<file path="config.mk">
export PLATFORM = sky130hd
export DESIGN_NAME = ysyx_23060075_wbu_flat
export DESIGN_NICKNAME = d
export VERILOG_FILES = /design/src/rtl/ysyx_23060075_wbu_if.sv /design/src/rtl/ysyx_23060075_wbu.sv /design/src/flat_wrapper.sv
export SDC_FILE = /design/constraint.sdc
export NUM_CORES = 1
export LEC_CHECK = 0
export CAP_MARGIN = 25
export CORE_MARGIN = 4
export CORE_UTILIZATION = 39
export CTS_CLUSTER_SIZE = 8
export DETAILED_ROUTE_END_ITERATION = 10
export PLACE_DENSITY = 0.84
export SETUP_SLACK_MARGIN = 0.3
export SLEW_MARGIN = 20
export SYNTH_ARGS = -nofsm -noshare
export SYNTH_HDL_FRONTEND = slang
export SYNTH_SLANG_ARGS = --single-unit
export TNS_END_PERCENT = 5
</file>
<file path="constraint.sdc">
create_clock -name clk -period 2.5 [get_ports clk]
set_input_delay 0.5 -clock clk [delete_from_list [all_inputs] [get_ports clk]]
set_output_delay 0.5 -clock clk [all_outputs]
set_load 0.01 [all_outputs]
</file>
<file path="src/rtl/ysyx_23060075_wbu_if.sv">
// ----------------------------------------------------------------------------
// ysyx_23060075_wbu_if
//
// This interface bundles every non-clock, non-reset signal of the writeback
// unit. It has four signal groups:
//   upstream result  : in_valid, in_ready, in_pc, in_rd, in_rd_wen,
//                      in_is_load, in_funct3, in_addr_low,
//                      in_alu_result, in_mem_rdata
//   GPR write port   : gpr_w, gpr_w_addr, gpr_w_en
//   commit handshake : commit_valid, commit_ready, commit_pc, load_err
//   hazard query     : hz_rs1_addr, hz_rs2_addr, hz_stall
//
// Modports:
//   slave  - the writeback unit itself
//   master - the surrounding core (or a testbench) driving the WBU
// ----------------------------------------------------------------------------
interface ysyx_23060075_wbu_if #(
  parameter int ISA_WIDTH      = 32,
  parameter int REG_ADDR_WIDTH = 5
);
  // upstream result
  logic                      in_valid;
  logic                      in_ready;
  logic [ISA_WIDTH-1:0]      in_pc;
  logic [REG_ADDR_WIDTH-1:0] in_rd;
  logic                      in_rd_wen;
  logic                      in_is_load;
  logic [2:0]                in_funct3;
  logic [1:0]                in_addr_low;
  logic [ISA_WIDTH-1:0]      in_alu_result;
  logic [ISA_WIDTH-1:0]      in_mem_rdata;

  // GPR write port
  logic [ISA_WIDTH-1:0]      gpr_w;
  logic [REG_ADDR_WIDTH-1:0] gpr_w_addr;
  logic                      gpr_w_en;

  // commit handshake toward fetch
  logic                      commit_valid;
  logic                      commit_ready;
  logic [ISA_WIDTH-1:0]      commit_pc;
  logic                      load_err;

  // hazard query from decode
  logic [REG_ADDR_WIDTH-1:0] hz_rs1_addr;
  logic [REG_ADDR_WIDTH-1:0] hz_rs2_addr;
  logic                      hz_stall;

  modport slave (
    input  in_valid, in_pc, in_rd, in_rd_wen, in_is_load, in_funct3,
           in_addr_low, in_alu_result, in_mem_rdata,
           commit_ready, hz_rs1_addr, hz_rs2_addr,
    output in_ready, gpr_w, gpr_w_addr, gpr_w_en,
           commit_valid, commit_pc, load_err, hz_stall
  );

  modport master (
    output in_valid, in_pc, in_rd, in_rd_wen, in_is_load, in_funct3,
           in_addr_low, in_alu_result, in_mem_rdata,
           commit_ready, hz_rs1_addr, hz_rs2_addr,
    input  in_ready, gpr_w, gpr_w_addr, gpr_w_en,
           commit_valid, commit_pc, load_err, hz_stall
  );
endinterface

</file>
<file path="src/rtl/ysyx_23060075_wbu.sv">
// ----------------------------------------------------------------------------
// ysyx_23060075_wbu
//
// Writeback unit of the multi-cycle core. It holds one retired instruction
// in a single-entry buffer (EMPTY/FULL). Load data is lane-selected and
// sign/zero extended when the entry is accepted, so the buffer always
// holds final write data. While FULL the unit drives the GPR write port
// and offers a commit to fetch. It also reports RAW hazards against the
// buffered destination register.
//
// Ports:
//   clk  - core clock, rising edge
//   rst  - asynchronous active-high reset
//   bus  - ysyx_23060075_wbu_if.slave. It carries the upstream result
//          handshake, the GPR write port, the commit handshake and the
//          hazard query.
//
// Load extension is defined for ISA_WIDTH = 32 only.
// ----------------------------------------------------------------------------
module ysyx_23060075_wbu #(
  parameter int ISA_WIDTH      = 32,
  parameter int REG_ADDR_WIDTH = 5
) (
  input logic                clk,
  input logic                rst,
  ysyx_23060075_wbu_if.slave bus
);

  localparam logic [0:0] ST_EMPTY = 1'b0;
  localparam logic [0:0] ST_FULL  = 1'b1;

  // --------------------------------------------------------------------------
  // Buffer state
  // --------------------------------------------------------------------------
  logic [0:0]                state_q,    state_d;
  logic [ISA_WIDTH-1:0]      pc_q,       pc_d;
  logic [ISA_WIDTH-1:0]      wdata_q,    wdata_d;
  logic [REG_ADDR_WIDTH-1:0] rd_q,       rd_d;
  logic                      rd_wen_q,   rd_wen_d;
  logic                      load_err_q, load_err_d;

  logic full;
  logic accept;
  logic commit;
  logic rd_live;

  // --------------------------------------------------------------------------
  // Load data selection and extension
  // --------------------------------------------------------------------------
  logic [7:0]           byte_lane [4];
  logic [7:0]           sel_byte;
  logic [15:0]          sel_half;
  logic [ISA_WIDTH-1:0] load_data;
  logic                 load_bad;
  logic [ISA_WIDTH-1:0] in_wdata;
  logic                 in_err;

  genvar gi;
  generate
    for (gi = 0; gi < 4; gi++) begin : g_lane
      assign byte_lane[gi] = bus.in_mem_rdata[8*gi +: 8];
    end
  endgenerate

  always_comb begin
    sel_byte  = byte_lane[bus.in_addr_low];
    // Halfword loads are assumed aligned, so addr_low[0] plays no part.
    sel_half  = bus.in_addr_low[1] ? bus.in_mem_rdata[31:16]
                                   : bus.in_mem_rdata[15:0];
    load_data = '0;
    load_bad  = 1'b0;
    case (bus.in_funct3)
      3'b000:  load_data = {{(ISA_WIDTH-8){sel_byte[7]}}, sel_byte};
      3'b001:  load_data = {{(ISA_WIDTH-16){sel_half[15]}}, sel_half};
      3'b010:  load_data = bus.in_mem_rdata;
      3'b100:  load_data = {{(ISA_WIDTH-8){1'b0}}, sel_byte};
      3'b101:  load_data = {{(ISA_WIDTH-16){1'b0}}, sel_half};
      // An unsupported width writes zero and raises load_err. The entry
      // still commits, so the core decides how to trap.
      default: load_bad  = 1'b1;
    endcase

    in_wdata = bus.in_is_load ? load_data : bus.in_alu_result;
    in_err   = bus.in_is_load & load_bad;
  end

  // --------------------------------------------------------------------------
  // Handshakes
  // --------------------------------------------------------------------------
  assign full         = (state_q == ST_FULL);
  // Committing the current entry frees the slot in the same cycle. This
  // allows one instruction per cycle when commit_ready is held high.
  assign bus.in_ready = ~full | bus.commit_ready;
  assign accept       = bus.in_valid & bus.in_ready;
  assign commit       = full & bus.commit_ready;
  assign rd_live      = rd_wen_q & (rd_q != '0);

  // --------------------------------------------------------------------------
  // Next-state logic
  // --------------------------------------------------------------------------
  always_comb begin
    state_d    = state_q;
    pc_d       = pc_q;
    wdata_d    = wdata_q;
    rd_d       = rd_q;
    rd_wen_d   = rd_wen_q;
    load_err_d = load_err_q;

    if (accept) begin
      // Covers both EMPTY->FULL and a FULL commit with a refill.
      state_d    = ST_FULL;
      pc_d       = bus.in_pc;
      wdata_d    = in_wdata;
      rd_d       = bus.in_rd;
      rd_wen_d   = bus.in_rd_wen;
      load_err_d = in_err;
    end else if (commit) begin
      // Draining clears the fields. Registered outputs then read zero
      // whenever the buffer is empty, the same as after reset.
      state_d    = ST_EMPTY;
      pc_d       = '0;
      wdata_d    = '0;
      rd_d       = '0;
      rd_wen_d   = 1'b0;
      load_err_d = 1'b0;
    end
  end

  always_ff @(posedge clk or posedge rst) begin
    if (rst) begin
      state_q    <= ST_EMPTY;
      pc_q       <= '0;
      wdata_q    <= '0;
      rd_q       <= '0;
      rd_wen_q   <= 1'b0;
      load_err_q <= 1'b0;
    end else begin
      state_q    <= state_d;
      pc_q       <= pc_d;
      wdata_q    <= wdata_d;
      rd_q       <= rd_d;
      rd_wen_q   <= rd_wen_d;
      load_err_q <= load_err_d;
    end
  end

  // --------------------------------------------------------------------------
  // Outputs
  // --------------------------------------------------------------------------
  assign bus.commit_valid = full;
  assign bus.commit_pc    = pc_q;
  assign bus.load_err     = load_err_q;
  assign bus.gpr_w        = full ? wdata_q : '0;
  assign bus.gpr_w_addr   = full ? rd_q : '0;
  // x0 writes are dropped here as well as in the register file. This
  // keeps the write-enable trace clean for anything observing the port.
  assign bus.gpr_w_en     = commit & rd_live;
  assign bus.hz_stall     = full & rd_live &
                            ((bus.hz_rs1_addr == rd_q) |
                             (bus.hz_rs2_addr == rd_q));

endmodule

</file>
<file path="src/flat_wrapper.sv">
// flat-port wrapper written by rule: the top's interface ports become plain ports
module ysyx_23060075_wbu_flat 
#(
  parameter int ISA_WIDTH      = 32,
  parameter int REG_ADDR_WIDTH = 5
)
  (clk, rst, bus_in_valid, bus_in_pc, bus_in_rd, bus_in_rd_wen, bus_in_is_load, bus_in_funct3, bus_in_addr_low, bus_in_alu_result, bus_in_mem_rdata, bus_commit_ready, bus_hz_rs1_addr, bus_hz_rs2_addr, bus_in_ready, bus_gpr_w, bus_gpr_w_addr, bus_gpr_w_en, bus_commit_valid, bus_commit_pc, bus_load_err, bus_hz_stall);
  ysyx_23060075_wbu_if #(.ISA_WIDTH(ISA_WIDTH), .REG_ADDR_WIDTH(REG_ADDR_WIDTH)) bus_i ();
  input logic clk;
  input logic rst;
  input wire logic [$bits(bus_i.in_valid)-1:0] bus_in_valid;
  input wire logic [$bits(bus_i.in_pc)-1:0] bus_in_pc;
  input wire logic [$bits(bus_i.in_rd)-1:0] bus_in_rd;
  input wire logic [$bits(bus_i.in_rd_wen)-1:0] bus_in_rd_wen;
  input wire logic [$bits(bus_i.in_is_load)-1:0] bus_in_is_load;
  input wire logic [$bits(bus_i.in_funct3)-1:0] bus_in_funct3;
  input wire logic [$bits(bus_i.in_addr_low)-1:0] bus_in_addr_low;
  input wire logic [$bits(bus_i.in_alu_result)-1:0] bus_in_alu_result;
  input wire logic [$bits(bus_i.in_mem_rdata)-1:0] bus_in_mem_rdata;
  input wire logic [$bits(bus_i.commit_ready)-1:0] bus_commit_ready;
  input wire logic [$bits(bus_i.hz_rs1_addr)-1:0] bus_hz_rs1_addr;
  input wire logic [$bits(bus_i.hz_rs2_addr)-1:0] bus_hz_rs2_addr;
  output wire logic [$bits(bus_i.in_ready)-1:0] bus_in_ready;
  output wire logic [$bits(bus_i.gpr_w)-1:0] bus_gpr_w;
  output wire logic [$bits(bus_i.gpr_w_addr)-1:0] bus_gpr_w_addr;
  output wire logic [$bits(bus_i.gpr_w_en)-1:0] bus_gpr_w_en;
  output wire logic [$bits(bus_i.commit_valid)-1:0] bus_commit_valid;
  output wire logic [$bits(bus_i.commit_pc)-1:0] bus_commit_pc;
  output wire logic [$bits(bus_i.load_err)-1:0] bus_load_err;
  output wire logic [$bits(bus_i.hz_stall)-1:0] bus_hz_stall;
  assign bus_i.in_valid = bus_in_valid;
  assign bus_i.in_pc = bus_in_pc;
  assign bus_i.in_rd = bus_in_rd;
  assign bus_i.in_rd_wen = bus_in_rd_wen;
  assign bus_i.in_is_load = bus_in_is_load;
  assign bus_i.in_funct3 = bus_in_funct3;
  assign bus_i.in_addr_low = bus_in_addr_low;
  assign bus_i.in_alu_result = bus_in_alu_result;
  assign bus_i.in_mem_rdata = bus_in_mem_rdata;
  assign bus_i.commit_ready = bus_commit_ready;
  assign bus_i.hz_rs1_addr = bus_hz_rs1_addr;
  assign bus_i.hz_rs2_addr = bus_hz_rs2_addr;
  assign bus_in_ready = bus_i.in_ready;
  assign bus_gpr_w = bus_i.gpr_w;
  assign bus_gpr_w_addr = bus_i.gpr_w_addr;
  assign bus_gpr_w_en = bus_i.gpr_w_en;
  assign bus_commit_valid = bus_i.commit_valid;
  assign bus_commit_pc = bus_i.commit_pc;
  assign bus_load_err = bus_i.load_err;
  assign bus_hz_stall = bus_i.hz_stall;
  ysyx_23060075_wbu #(.ISA_WIDTH(ISA_WIDTH), .REG_ADDR_WIDTH(REG_ADDR_WIDTH)) u_core (.clk(clk), .rst(rst), .bus(bus_i));
endmodule
</file>
==> results of run 1 <==
-- per-stage QoR --
step	hold WS, ps	utilization [%]	instance area [sq um]
floorplan	472.0	-	3581
global placement	467.9	64.68	5695
detailed placement	470.4	64.68	5695
CTS	490.4	66.97	5897
global route	517.0	67.22	5919
finish	484.9	67.22	5919
-- sequential cells by signal, summed over array words and instances, names as in the netlist --
name / count
u_core.bus.commit_valid: 1
u_core.bus.load_err: 1
u_core.bus.commit_pc: 32
u_core.rd_wen_q: 1
u_core.wdata_q: 32
u_core.rd_q: 5
-- synth_stat cells (all sizes together) (2+ instances only) --
master / count
a22o: 38
buf: 11
a221o: 8
a2bb2oi: 8
nand3: 2
nor3b: 4
mux2i: 9
nor3: 3
xor2: 6
a221oi: 7
nand2b: 2
xnor2: 4
and2: 37
a21oi: 10
inv: 3
nand2: 21
o21ai: 11
nor2: 9
clkbuf: 17
a22oi: 8
a222oi: 16
dfrtp: 72
-- cell families after synthesis --
family / share of synthesized area, %
compound gates: 26.02
xor+xnor: 2.448
buf+inv: 3.847
flops: 50.37
mux: 3.148
simple gates: 14.17
-- per-layer routing --
layer / wire length [um] / up-vias / share of wire (%) / global-route usage [%]
li1: - / 1619 / - / -
met1: 5029 / 1700 / 41 / 27.29
met2: 6207 / 167 / 50 / 39.16
met3: 966 / 16 / 7.8 / 6.468
met4: 207 / 0 / 1.7 / 7.217
met5: 0 / - / 0 / 0
-- area by class of cell --
type | count | share of cell area [%]
timing repair buffer | 212 | 35.57
sequential | 72 | 30.52
multi-input combinational | 217 | 28.24
tap | 108 | 2.283
clock buffer | 9 | 2.093
clock inverter | 7 | 1.036
inverter | 3 | 0.2536
-- worst paths after layout --
check,startpoint,end,slack (ps)
worst max-delay path,u_core.rd_q[2],bus_gpr_w_en,280
worst min-delay path,u_core.bus.load_err,u_core.bus.load_err,480
worst max register to register,u_core.bus.commit_valid,u_core.wdata_q[17],780
worst min register to register,u_core.bus.load_err,u_core.bus.load_err,480
max in group asynchronous,rst,u_core.wdata_q[0],1170
min in group asynchronous,rst,u_core.bus.commit_pc[7],610
-- repair_timing --
item                       in CTS  in global routing
setup endpoints to repair      35                 35
pin swaps                       1                  3
resized for setup              15                  0
buffers inserted                2                  3
gates cloned                    0                  0
hold buffers                    0                  0
-- power by group through the flow --
stage	combinational, mW	sequential (mW)	clock (mW)
after floorplan	0.361	1.40	0
after global placement	0.906	1.39	0
after detailed placement	0.924	1.39	0
after CTS	0.938	1.37	0.899
after global routing	1.00	1.38	0.947
final	0.937	1.37	0.876
-- worst register-to-register path: cells and delay by family (launching register included) --
kind	cells	cell delay (ps)
compound gates	1	410
flops	1	430
buf+inv	2	430
mux	1	200
simple gates	1	120
==> impl_results.md, run 1 <==
* WHS Path Cells at 2
* Register area at 1807 sq um
* Synth cell types at 43
* Critical path class: register to output pin
* Pre-CTS setup slack at -27.22 ps
* CTS sink cnt at 72
* Post-Route WL at 12.41 mm
* Crit path time final at 2224 ps
* Worst-path maximum fanout at 2
* Crit path DAT at 1720 ps
* Top cell type's share of synthesized area at 50.37%
* Area growth from synthesis to layout at 65.48%
* Syn. warnings at 0
* Number of global-route vias before repair at 3689
* Switch share at 29.68%
* Most common cell after layout, fill and taps aside: clkdlybuf4s50_1
* I/O Buffers at 195
* Die Y at 103.8 um
* Ant diodes at 0
* Reg2Reg Depth at 5
* Buf/Inv on CP at 1
* Outcome: finished clean
* Crit path capture type: output pin
* CP max stage cell: or4_1
* Number of enable flip-flop cells after synthesis at 0
* Min-delay worst type: register to register
* Syn avg cell area at 11.18 sq um
* Slew of the pin with the lowest slew margin at 712.5 ps
* Routed len/inst at 19.76 um
* Psw at 0.9436 mW
* Leakage power at 2.541 nW
* Largest net degree at the start of global routing at 40
* Vias/cell at 5.576
* Slew margin rel. at 52.40%
* DRC viols at 0
* Die Wd at 103.8 um
* Synth async-reset ratio at 100.0%
* Final Wtd Congestion at 0.8776
* Final worst slack at 276.1 ps
* Post-Syn Area at 3577 sq um
* Register area share after synthesis at 50.37%
* CTS tree: built
* FMAX at 449.7 MHz
* Final total power at 3.179 mW
* Fillers at 697
* Int Pwr at 2.236 mW
* Predominant post-synthesis flop cell: dfrtp_1
* RSZ-0062 raised after global routing: true
* Num ports at 196
* H-tree depth at 3
* Synthesis-stage register bit count at 72
* Slowest cell delay on critical path at 520 ps
* CTS Root Cell: clkbuf_8
* Share of power burned in registers at 43.0%
* Setup Skew at 9.892 ps
* Startpoint Class: register
* Pwr/cell area at 537.1 nW/um^2
* Ranking of synthesized cells by area: dfrtp_1 (50%), a22o_1 (9.3%), and2_1 (6.5%), a222oi_1 (4.5%), mux2i_1 (2.5%)
* 1st-iter DRT viols at 165
* Pre-Repair DR Iteration Count at 6
* TNS Setup at 0 ps
* Worst path depth at 4
* Maximum vdd ir drop at 248.8 uV
* Area of the multi-input gates at 1672 sq um
* Final hold violations at 0
* Post-route ant nets at 0
* Core Area at 8806 sq um
* Clk pwr share at 27.5%
* Max_cap viols at 0
* Layout Cells excl Fill at 628
* CTS clk-pin slew, worst paths at 90 ps
* Routed via count at 3502
* Overflow after GRT at 0
* # setup viols final at 0
* Critical path's top delay family: simple AND/OR/NAND/NOR gates
* Layout cells sized above 1 at 10.00%
* Post-Syn Instances at 320
* Fin crit share at 88.95%
* Max Slew Vio Count at 0
* Die area at 10770 sq um
* Core Rows at 34
* Cell Chain, Critical Path: or4_1 -> o211ai_1 -> nor2_1 -> buf_2
* Placed Instances at 607
* Syn_nets at 442
* Synth area leader: dfrtp_1
* Critical path required time at 2000 ps
* Initial Util at 40.62%
* Total CTS buffers at 9
* First-pass GRT wire length at 19.72 mm
* DP HPWL at 9.427 mm
* Fin nets at 637
* Clock insertion delay at the later pin of the skew report at 340 ps
* CTS max path bufs at 2
* Comb power frac at 29.5%
* Most frequent cells in the layout: clkdlybuf4s50_1 (192), dfrtp_1 (68), a22o_1 (38), and2_1 (37), nand2_1 (20)
* GR Util All Layers at 22.64%
* Initial antenna violation count at 0
No activity file was read; power rests on OpenSTA's default activity.
==> run 2: changes to the inputs <==
Settings changed: CORE_MARGIN 4 to default.
==> run 2 against run 1 <==
Net effect:
- the run now ends with DRC left
- sequential share of layout area fell by 0.26 points
- global-route usage rose by 3.1 points
- largest cell class unchanged
- hold slack improved by 20 ps
==> impl_results.md, run 2 (synthesized netlist as in run 1, its figures left out) <==
* Critical path required time at 2000 ps (about the same)
* # setup viols final at 0 (unchanged)
* Layout cells sized above 1 at 10.65% (was 10.00%)
* Ant diodes at 0 (unchanged)
* Most frequent cells in the layout: clkdlybuf4s50_1 (193), dfrtp_1 (71), a22o_1 (38), and2_1 (37) (was clkdlybuf4s50_1 (192), dfrtp_1 (68), a22o_1 (38), and2_1 (37), nand2_1 (20))
* R2r endpoint: u_core.wdata_q[18] (was u_core.wdata_q[17])
* Total CTS buffers at 9 (unchanged)
* CTS max path bufs at 2 (unchanged)
* FMAX at 429.0 MHz (was 449.7 MHz)
* Slowest cell delay on critical path at 540 ps (was 520 ps)
* Post-Route WL at 12.20 mm (was 12.41 mm)
* H-tree depth at 3 (unchanged)
* DRC viols at 28 (was 0)
* Number of global-route vias before repair at 3828 (was 3689)
* Slew of the pin with the lowest slew margin at 739.1 ps (was 712.5 ps)
* Area growth from synthesis to layout at 66.56% (was 65.48%)
* GR Util All Layers at 25.71% (was 22.64%)
* FF-to-FF Start: u_core.bus.commit_valid (unchanged)
* Routed via count at 3597 (was 3502)
* CTS sink cnt at 72 (unchanged)
* Final Wtd Congestion at 0.8818 (was 0.8776)
* Routed len/inst at 19.24 um (was 19.76 um)
* Fin crit share at 93.23% (was 88.95%)
* Post-route ant nets at 0 (unchanged)
* Max_cap viols at 0 (unchanged)
* Critical path class: register to output pin (unchanged)
* Cell Chain, Critical Path: or4_4 -> o211ai_1 -> buf_4 -> a21oi_2 -> buf_2 (was or4_1 -> o211ai_1 -> nor2_1 -> buf_2)
* Slew margin rel. at 50.62% (was 52.40%)
* Vias/cell at 5.674 (was 5.576)
* Overflow after GRT at 0 (unchanged)
* Initial antenna violation count at 0 (unchanged)
* First-pass GRT wire length at 19.23 mm (was 19.72 mm)
* Worst hold start: u_core.bus.load_err (unchanged)
* CTS tree: built (unchanged)
* Core Area at 8806 sq um (unchanged)
* TNS Setup at 0 ps (unchanged)
* Startpoint Class: register (unchanged)
* Largest net degree at the start of global routing at 47 (was 40)
* Leakage power at 2.562 nW (was 2.541 nW)
* Clock insertion delay at the later pin of the skew report at 350 ps (was 340 ps)
* WHS Path Cells at 2 (unchanged)
* Num ports at 196 (unchanged)
* DP HPWL at 9.185 mm (was 9.427 mm)
* Pre-CTS setup slack at -64.10 ps (was -27.22 ps)
* Flop-to-flop setup slack at 660 ps (was 780 ps)
* Most common cell after layout, fill and taps aside: clkdlybuf4s50_1 (unchanged)
* 1st-iter DRT viols at 228 (was 165)
* CTS Root Cell: clkbuf_8 (unchanged)
* RSZ-0062 raised after global routing: true (unchanged)
* Failing checks: DRC
* Final worst slack at 169.3 ps (was 276.1 ps)
* CTS clk-pin slew, worst paths at 90 ps (about the same)
* Min-delay worst type: register to register (unchanged)
* Fillers at 706 (was 697)
* Die area at 9559 sq um (was 10770 sq um)
* Initial Util at 40.62% (unchanged)
* WHS Endpoint: u_core.bus.load_err (unchanged)
* Reg2Reg Depth at 6 (was 5)
* Core Rows at 34 (unchanged)
* Outcome: complete, but fails checks (was finished clean)
* Pre-Repair DR Iteration Count at 8 (was 6)
* Fin nets at 643 (was 637)
* Max Slew Vio Count at 0 (unchanged)
* CP max stage cell: or4_4 (was or4_1)
* Crit path capture type: output pin (unchanged)
* Maximum vdd ir drop at 307.7 uV (was 248.8 uV)
* Crit path DAT at 1830 ps (was 1720 ps)
* Final hold violations at 0 (unchanged)
* Pwr/cell area at 539.0 nW/um^2 (was 537.1 nW/um^2)
* Crit path time final at 2331 ps (was 2224 ps)
* Die Wd at 97.77 um (was 103.8 um)
* Setup Skew at 16.70 ps (was 9.892 ps)
* Hold buffers post-CTS at 0 (unchanged)
* CP startpoint: u_core.rd_q[2] (unchanged)
* Worst-path maximum fanout at 2 (unchanged)
* Die Y at 97.77 um (was 103.8 um)
* I/O Buffers at 195 (unchanged)
run 2: layout make-up:
type | count | area [sq um] | share of cell area, %
flip-flops and latches | 72 | 1803 | 30.26
multi-input cells | 217 | 1672 | 28.06
inverters | 3 | 15.01 | 0.2520
clock buffers | 9 | 123.9 | 2.079
clock inverters | 7 | 62.56 | 1.050
repair buffers | 218 | 2147 | 36.04
well taps | 108 | 135.1 | 2.268
run 2: worst max-delay path by stage:
stage,end
after floorplan,bus_hz_stall
after global placement,u_core.wdata_q[16]
after detailed placement,bus_hz_stall
after CTS,bus_hz_stall
after global routing,bus_hz_stall
final,bus_hz_stall
run 2: worst max-delay path: cells and delay by family, from the launching register on:
kind	cells	cell delay [ps]
AO/OA/AOI/OAI	2	270
flip-flops	1	390
AND/OR/NAND/NOR	1	540
buffers and inverters	2	290
run 2: metal layers:
layer | share of wire, % | track usage, %
met1 | 38 | 30.38
met3 | 7.6 | 5.512
met4 | 1.9 | 9.324
met2 | 52 | 46.04
met5 | 0 | 0
run 2: repair_timing:
item	4_1_cts	5_1_grt
setup buffers	8	0
setup endpoints to repair	35	20
pin swaps	1	2
gates resized for setup	7	3
run 2: where the power goes:
part	switching, mW	total [mW]	internal (mW)	leakage, nW
Clock	0.508	0.889	0.381	0.0863
Sequential	0.0763	1.37	1.29	0.926
Combinational	0.380	0.955	0.576	1.55
run 2: through the flow:
step	hold slack (ps)	std cells	total power [mW]	cell area [sq um]	utilization (%)
floorplan	472.0	320	1.763	3581	-
global placement	470.7	609	2.287	5698	64.71
detailed placement	490.8	610	2.322	5713	64.88
CTS	511.9	634	3.230	5956	67.63
global route	523.9	634	3.366	5958	67.66
finish	505.1	634	3.211	5958	67.66
==> run 3: changes to the inputs <==
Settings changed: GPL_ROUTABILITY_DRIVEN from default to 0.
==> results of run 3 <==
The final DEF is identical to that of run 2; final timing and power are the same.
